===== src/rtl/dual_rail_pkg.sv =====
// Shared types for the dual-rail link: pair encoding, receiver state, pair classifier.
// The transmitter reuses the same encoding from here.
package dual_rail_pkg;

    localparam int unsigned PAIR_W = 2;

    typedef enum logic [PAIR_W-1:0] {
        PAIR_SPACER  = 2'b00,
        PAIR_ZERO    = 2'b01,
        PAIR_ONE     = 2'b10,
        PAIR_ILLEGAL = 2'b11
    } pair_t;

    typedef enum logic {
        EMPTY = 1'b0,
        FULL  = 1'b1
    } rx_state_t;

    // Pair is encoded {p, n}, so the enum value is the raw rail concatenation.
    function automatic pair_t classify(input logic p, input logic n);
        return pair_t'({p, n});
    endfunction

endpackage


===== src/rtl/dual_rail_rx_if.sv =====
// Dual-rail input pairs plus the valid/ready word output of the receiver.
interface dual_rail_rx_if #(
    parameter int unsigned WIDTH = 8
) ();

    logic             in_valid;
    logic             in_p;
    logic             in_n;
    logic [WIDTH-1:0] out_data;
    logic             out_valid;
    logic             out_ready;

    modport master (
        output in_valid, in_p, in_n, out_ready,
        input  out_data, out_valid
    );

    modport slave (
        input  in_valid, in_p, in_n, out_ready,
        output out_data, out_valid
    );

endinterface


===== src/rtl/dual_rail_decode.sv =====
// Combinational classifier turning a sampled true/complement pair into bit/illegal strobes.
module dual_rail_decode
    import dual_rail_pkg::*;
(
    input  logic valid_i,
    input  logic p_i,
    input  logic n_i,
    output logic is_bit_o,
    output logic bit_val_o,
    output logic is_illegal_o
);

    always_comb begin
        is_bit_o     = 1'b0;
        bit_val_o    = 1'b0;
        is_illegal_o = 1'b0;
        if (valid_i) begin
            case (classify(p_i, n_i))
                PAIR_ONE: begin
                    is_bit_o  = 1'b1;
                    bit_val_o = 1'b1;
                end
                PAIR_ZERO:    is_bit_o     = 1'b1;
                PAIR_ILLEGAL: is_illegal_o = 1'b1;
                default:      ;
            endcase
        end
    end

endmodule


===== src/rtl/dual_rail_rx.sv =====
// Dual-rail receiver: deserializes legal bits into words held in a one-entry output
// register, flagging illegal pairs (err) and words lost to a full holding register (ovf).
module dual_rail_rx
    import dual_rail_pkg::*;
#(
    parameter int unsigned WIDTH     = 8,
    parameter bit          MSB_FIRST = 1'b1,
    localparam int unsigned CNT_W    = $clog2(WIDTH + 1)
) (
    input  logic             clk,
    input  logic             rstn,
    dual_rail_rx_if.slave    bus,
    output logic             err,
    output logic             ovf,
    output logic [CNT_W-1:0] bit_cnt
);

    rx_state_t        state_q, state_d;
    logic [WIDTH-1:0] shift_q, shift_d, shifted;
    logic [WIDTH-1:0] data_q, data_d;
    logic [CNT_W-1:0] cnt_q, cnt_d;
    logic             err_q, err_d, ovf_q, ovf_d;
    logic             is_bit, bit_val, is_illegal;
    logic             complete, handshake, load;

    dual_rail_decode u_decode (
        .valid_i      (bus.in_valid),
        .p_i          (bus.in_p),
        .n_i          (bus.in_n),
        .is_bit_o     (is_bit),
        .bit_val_o    (bit_val),
        .is_illegal_o (is_illegal)
    );

    always_comb begin
        if (MSB_FIRST) shifted = {shift_q[WIDTH-2:0], bit_val};
        else           shifted = {bit_val, shift_q[WIDTH-1:1]};
    end

    assign complete  = is_bit && (cnt_q == CNT_W'(WIDTH - 1));
    assign handshake = (state_q == FULL) && bus.out_ready;

    always_ff @(posedge clk) begin
        if (rstn) state_q <= EMPTY;
        else      state_q <= state_d;
    end

    always_comb begin
        state_d = state_q;
        case (state_q)
            EMPTY:   if (complete) state_d = FULL;
            FULL:    if (handshake && !complete) state_d = EMPTY;
            default: state_d = EMPTY;
        endcase
    end

    // A completed word is loaded unless the holder is full and not being drained.
    always_comb begin
        load  = 1'b0;
        ovf_d = 1'b0;
        case (state_q)
            EMPTY: load = complete;
            FULL: begin
                load  = complete && bus.out_ready;
                ovf_d = complete && !bus.out_ready;
            end
            default: ;
        endcase
    end

    always_comb begin
        shift_d = shift_q;
        cnt_d   = cnt_q;
        err_d   = is_illegal;
        if (is_illegal) begin
            shift_d = '0;
            cnt_d   = '0;
        end else if (is_bit) begin
            shift_d = shifted;
            cnt_d   = complete ? '0 : cnt_q + CNT_W'(1);
        end
        data_d = load ? shifted : data_q;
    end

    always_ff @(posedge clk) begin
        if (rstn) begin
            shift_q <= '0;
            data_q  <= '0;
            cnt_q   <= '0;
            err_q   <= 1'b0;
            ovf_q   <= 1'b0;
        end else begin
            shift_q <= shift_d;
            data_q  <= data_d;
            cnt_q   <= cnt_d;
            err_q   <= err_d;
            ovf_q   <= ovf_d;
        end
    end

    assign bus.out_data  = data_q;
    assign bus.out_valid = (state_q == FULL);
    assign err           = err_q;
    assign ovf           = ovf_q;
    assign bit_cnt       = cnt_q;

    // Runtime invariants; previous-cycle stall is tracked to check data stability.
    logic             stall_prev_q;
    logic [WIDTH-1:0] data_prev_q;

    always @(posedge clk) begin
        if (!rstn) begin
            assert (cnt_q < CNT_W'(WIDTH))
                else $error("bit_cnt out of range: %0d", cnt_q);
            assert (!(err_q && ovf_q))
                else $error("err and ovf asserted together");
            if (stall_prev_q) begin
                assert (data_q == data_prev_q)
                    else $error("out_data changed while stalled");
            end
        end
        stall_prev_q <= !rstn && bus.out_valid && !bus.out_ready;
        data_prev_q  <= data_q;
    end

endmodule


===== src/flat_wrapper.sv =====
// flat-port wrapper written by rule: the top's interface ports become plain ports
module dual_rail_rx_flat import dual_rail_pkg::*;
#(
    parameter int unsigned WIDTH     = 8,
    parameter bit          MSB_FIRST = 1'b1,
    localparam int unsigned CNT_W    = $clog2(WIDTH + 1)
)
  (clk, rstn, err, ovf, bit_cnt, bus_in_valid, bus_in_p, bus_in_n, bus_out_ready, bus_out_data, bus_out_valid);
  dual_rail_rx_if #(.WIDTH(WIDTH)) bus_i ();
  input  logic clk;
  input  logic rstn;
  output logic err;
  output logic ovf;
  output logic [CNT_W-1:0] bit_cnt;
  input wire logic [$bits(bus_i.in_valid)-1:0] bus_in_valid;
  input wire logic [$bits(bus_i.in_p)-1:0] bus_in_p;
  input wire logic [$bits(bus_i.in_n)-1:0] bus_in_n;
  input wire logic [$bits(bus_i.out_ready)-1:0] bus_out_ready;
  output wire logic [$bits(bus_i.out_data)-1:0] bus_out_data;
  output wire logic [$bits(bus_i.out_valid)-1:0] bus_out_valid;
  assign bus_i.in_valid = bus_in_valid;
  assign bus_i.in_p = bus_in_p;
  assign bus_i.in_n = bus_in_n;
  assign bus_i.out_ready = bus_out_ready;
  assign bus_out_data = bus_i.out_data;
  assign bus_out_valid = bus_i.out_valid;
  dual_rail_rx #(.WIDTH(WIDTH), .MSB_FIRST(MSB_FIRST)) u_core (.clk(clk), .rstn(rstn), .bus(bus_i), .err(err), .ovf(ovf), .bit_cnt(bit_cnt));
endmodule

===== config.mk =====
export PLATFORM = sky130hd
export DESIGN_NAME = dual_rail_rx_flat
export DESIGN_NICKNAME = d
export VERILOG_FILES = /design/src/rtl/dual_rail_pkg.sv /design/src/rtl/dual_rail_rx_if.sv /design/src/rtl/dual_rail_decode.sv /design/src/rtl/dual_rail_rx.sv /design/src/flat_wrapper.sv
export SDC_FILE = /design/constraint.sdc
export NUM_CORES = 1
export LEC_CHECK = 0
export ABC_AREA = 1
export BUFFER_PORTS_ARGS = -buffer_cell sky130_fd_sc_hd__clkbuf_2
export CAP_MARGIN = 20
export CORE_MARGIN = 1
export CORE_UTILIZATION = 45
export DETAILED_ROUTE_END_ITERATION = 6
export GPL_TIMING_DRIVEN = 0
export PLACE_DENSITY_LB_ADDON = 0.25
export REMOVE_ABC_BUFFERS = 1
export SYNTH_ARGS = -nofsm -noshare
export SYNTH_HDL_FRONTEND = slang
export SYNTH_SLANG_ARGS = --single-unit

===== constraint.sdc =====
create_clock -name clk -period 1.3 [get_ports clk]
set_input_delay 0.195 -clock clk [delete_from_list [all_inputs] [get_ports clk]]
set_output_delay 0.195 -clock clk [all_outputs]
set_load 0.02 [all_outputs]

# Yosys cells after proc, flatten, opt, wreduce, memory -nomap -nowiden
# Index checks and enable logic that the tools add are counted.
[op_classes] add_sub_neg=1 muxes=11 bitwise_logic=1 reduce_logical=10 n_eq_ne=4
[op_table] operator="1-bit 2-to-1 mux" n=8
[op_table] operator="2-bit OR reduction" n=3
[op_table] operator="1-bit logical AND" n=5
[op_table] operator="4-bit by 1-bit adder with 4-bit output, second input constant" n=1
[op_table] operator="2-bit equality test, second input constant" n=2
[op_table] operator="4-bit by 3-bit equality test with 1-bit output, second input constant" n=1
[op_table] operator="4-bit 2-to-1 mux" n=1
[op_table] operator="1-bit one-hot mux with 2 select lines" n=2
[op_table] operator="2-bit by 1-bit equality test with 1-bit output, second input constant" n=1
[op_table] operator="1-bit zero test" n=2
[op_table] operator="1-bit inverter" n=1
[totals] inputBits=6 wordCells=33 reg_bits=22

# Depth between registers and ports, before layout
[depth] word_depth=9 ltp_mapped=9

# By module
# A second synthesis with hierarchy kept.
[hier_totals] hier_cells=138 area_unflattened_um2=970.9
[by_module_without_submodules] mod="dual_rail_rx" cells_per_inst=129 n_inst=1 area_per_inst_um2=917.1
[by_module_without_submodules] mod="dual_rail_decode" cells_per_inst=9 n_inst=1 area_per_inst_um2=53.8

# Least setup slack after synthesis
# OpenSTA, ideal clock, no wires.
[synth_timing] path_type="register to register" from="reg u_core.cnt_q[0], in the netlist u_core.bit_cnt[0]" to="reg u_core.data_q[5], in the netlist u_core.bus.out_data[5]" arrival_time_ns=1.225 required_ns=1.185 path_stages_with_launch=8 n_path_buf=1 path_slack_ns=-0.040 cell_sequence="dfxtp_1 -> ha_1 -> nand3_2 -> nor2_4 -> buf_6 -> nand3_1 -> nand2_1 -> nor2_1"
[synth_via] elab_chain_len=4
[synth_lines] element="from (decl)" line_no="dual_rail_rx.sv:21" rtl="logic [CNT_W-1:0] cnt_q, cnt_d;"
[synth_lines] element="from (signal assigned)" line_no="dual_rail_rx.sv:95" rtl="cnt_q <= cnt_d;"
[synth_lines] element="4-bit by 3-bit equality test with 1-bit output (*)" line_no="dual_rail_rx.sv:40" rtl="assign complete = is_bit && (cnt_q == CNT_W'(WIDTH - 1));"
[synth_lines] element="1-bit logical AND (*)" line_no="dual_rail_rx.sv:40"
[synth_lines] element="1-bit logical AND" line_no="dual_rail_rx.sv:64" rtl="load = complete && bus.out_ready;"
[synth_lines] element="1-bit one-hot mux with 2 select lines (*)" line_no="dual_rail_rx.sv:61" rtl="case (state_q)"
[synth_lines] element="to (signal assigned)" line_no="dual_rail_rx.sv:94" rtl="data_q <= data_d;"
[synth_lines] element="to (decl)" line_no="dual_rail_rx.sv:20" rtl="logic [WIDTH-1:0] data_q, data_d;"
# Mark *: on every way between the ends. The rest lies on a longest branch, timed or not.
# A chain may end at the register's enable or synchronous reset.

# Final worst setup path
[layout_timing] from="reg u_core.cnt_q[0], in the netlist u_core.bit_cnt[0]" to="reg u_core.data_q[1], in the netlist u_core.bus.out_data[1]"
# The elaborated chain is that of the path after synthesis.

==> out/qor.yml <==
timing:
  worst_pin_slew_ps: 553
  fin_skew_ps: 4.51
  hold_violations: 0
  maxSlewHeadroom_pct: 63.0
  setup_ws_ps: 63.3
  whs_ps: 113
  finalSetupViolations: 0
  finalCritPeriodShare_pct: 95.1
  finalMaxSlewViolations: 0
  fin_crit_ps: 1240
  fmax_mhz: 809
global_routing:
  grt_pass1_vias: 614
  grt_remaining_overflow: 0
  grt_use_total_pct: 16.0
  grt_max_degree: 19
  grt_antenna_before_repair: 0
  grt_pass1_wl_microns: 2550
logic_synthesis:
  yosysWarnings: 0
  synthCells: 118
  syn_avg_cell_area_sq_um: 7.80
  synthSimpleGateAreaFrac_pct: 21.2
  yosysSeqAreaShare_pct: 47.8
  synth_top_area_share_pct: 47.8
  synth-seq-cells: 22
  synthMuxAreaShare_pct: 0
  synthTopCellsByCount: "dfxtp_1 (22), a21oi_1 (18), inv_1 (17), nand2_1 (16), nor2_1 (14)"
  ys_top_cells_by_area: "dfxtp_1 (48%), a21oi_1 (9.8%), inv_1 (6.9%), nand2_1 (6.5%), nor2_1 (5.7%)"
  yosysMostFrequentCell: "dfxtp_1"
  netlist-cell-type-count: 15
  synthAdderAreaFrac_pct: 4.08
  synthXorXnorAreaFrac_pct: 0.951
  netlist_area_sq_um: 921
  synth_edf_count: 0
  async_flop_share_pct: 0
  ys.flop_type: "dfxtp_1"
  synth_compound_area_share_pct: 15.2
  synth_top_family_by_area: "simple AND/OR/NAND/NOR gates"
  synth_top_area_cell: "dfxtp_1"
critical_path:
  critPathTopFamily: "simple AND/OR/NAND/NOR gates"
  path_cells: "ha_1 > nand3_2 > nor2_4 > buf_4 > nand3_1 > nand2_1 > nor2_1"
  required_ps: 1510
  worst-path-buf-inv: 1
  cp_slowest_stage_delay_ps: 380
  worstSetupEndpointType: "flip-flop"
  slowest_stage: "dfxtp_2"
  startpoint_type: "flip-flop"
  arrival_ps: 1440
  crit_fanout: 4
  critPathKind: "flip-flop to flip-flop"
detailed_routing:
  wl_per_cell_microns: 10.2
  wl_met2_microns: 837
  drtIter0Drc: 5
  viasPerCell: 4.81
  drc: 0
  drtPass1Iterations: 4
  top_layer_used: "met4"
  ant_nets: 0
  wl_met1_microns: 788
  dr_total_vias: 798
  routed-wl-met3_microns: 54
  totalWireLength_microns: 1690
layout:
  drive_gt1_share_pct: 23.4
  n_fill_cell: 165
  insertedDiodeCount: 0
  final_util_pct: 61.0
  area_growth_pct: 20.7
  stdcell_count: 166
  nNetsFinal: 151
clock_network:
  numCtsBuffers: 3
  cts-root-buf: "clkbuf_4"
  clk_pin_slew_ps: 120
  clkLatencyLatePin_ps: 300
  cts_tree: "yes"
  cts-hold-fix-buffers: 0
  cts_max_level: 1
  clock-sinks: 22
  clk_path_buf_depth: 2
power_and_ir_drop:
  seqPwrFrac_pct: 52.8
  pwr-share-clk_pct: 38.7
  p_total_mw: 1.34
  p_sw_share_pct: 21.9
  p_leak_nw: 0.496
  peakVddDrop_mv: 0.838
  intPower_mw: 1.05
  p_per_area_nw_per_um2: 1210
  power_frac_comb_pct: 8.5
  switchingPower_mw: 0.294
status:
  outcome: "finished clean"
floorplan:
  fp.dieArea_sq_um: 2230
  core.rowCount: 15
  start_util_pct: 50.6
  die_y_microns: 47.2
  ios: 21
  core_area_sq_um: 1820
  die_w_microns: 47.2
placed_design:
  hpwl_microns: 1150
  io_buffers: 20
  globalplace.congestion: 0.780
  place_ws_ps: -277
  dp.cells: 159
worst_hold_path:
  hold_path_class: "input port to flip-flop"
job:
  drv_cap: 0
cells in the final DEF (no fill, tap or decap), types with 2 or more instances in the layout:
cell,Yosys,layout
inv_1,17,17
ha_1,3,3
buf_4,1,2
clkbuf_2,0,20
clkbuf_4,0,3
o21ai_0,10,10
nand2_1,16,16
nor2_1,14,14
nand3_1,9,9
a21oi_1,18,17
dfxtp_1,22,20
dfxtp_2,0,2
nor2_4,2,2
layout make-up:
cell class,count,area (sq um),area share [%]
clock inverter,1,30.0,2.70
sequential,22,443,39.9
timing repair buffer,23,135,12.2
clock buffer,3,22.5,2.03
inverter,17,63.8,5.74
tap,25,31.3,2.82
multi-input combinational,75,385,34.7
flip-flops by register name, indices dropped and copies added, names as in the netlist:
register and cells:
u_core.bit_cnt 4, u_core.bus.out_valid 1, u_core.err 1, u_core.shift_q 7
u_core.ovf 1, u_core.bus.out_data 8
layer usage:
metal  track usage [%]  up-vias
li1                  -      423
met2              27.7       19
met5                 0        -
met3              2.31        2
met4              5.14        0
met1              20.4      354
timing repair:
| action | in CTS | in global routing |
|---|---|---|
| pin swaps | 1 | 1 |
| resized for setup | 0 | 3 |
| setup endpoints to repair | 11 | 19 |
| buffers inserted | 2 | 1 |
final timing paths:
check / start / end / slack (ps) / cells past startpoint
hold reg to reg: u_core.shift_q[1]$_SDFFE_PP0P_ / u_core.shift_q[2]$_SDFFE_PP0P_ / 470 / 2
setup reg to reg: u_core.bit_cnt[0]$_SDFFE_PP0P_ / u_core.bus.out_data[1]$_SDFFE_PP0P_ / 60 / 7
hold / removal: rstn / u_core.err$_SDFF_PP0_ / 110 / 2
setup / recovery: u_core.bit_cnt[0]$_SDFFE_PP0P_ / u_core.bus.out_data[1]$_SDFFE_PP0P_ / 60 / 7
per-stage QoR:
| step | setup TNS (ps) | area, sq um |
|---|---|---|
| 6_report | 0 | 1110 |
| 5_1_grt | -12.4 | 1110 |
| 4_1_cts | 0 | 1100 |
| 3_5_place_dp | -4640 | 1020 |
| 3_3_place_gp | -3780 | 1020 |
| 2_1_floorplan | -259 | 886 |
kinds of logic after synthesis:
group                      Yosys count
AOI/OAI and AO/OA                   28
xor gates and xnor gates             1
adders and majority gates            3
buffers and inverters               21
DFF                                 22
and+or+nand+nor                     43
power groups by stage:
stage | logic, mW | clock network, mW | registers, mW
global placement | 0.105 | 0 | 0.723
floorplan | 0.0678 | 0 | 0.728
finish | 0.115 | 0.520 | 0.709
global route | 0.130 | 0.550 | 0.711
detailed placement | 0.107 | 0 | 0.723
CTS | 0.110 | 0.532 | 0.708
worst reg2reg max path, cell delays in order, from the launching register on:
cell and delay, ps:
dfxtp_2 380, ha_1 170, nand3_2 130, nor2_4 150, buf_4 140, nand3_1 60, nand2_1 80, nor2_1 40
(Power assumes the default switching activity.)
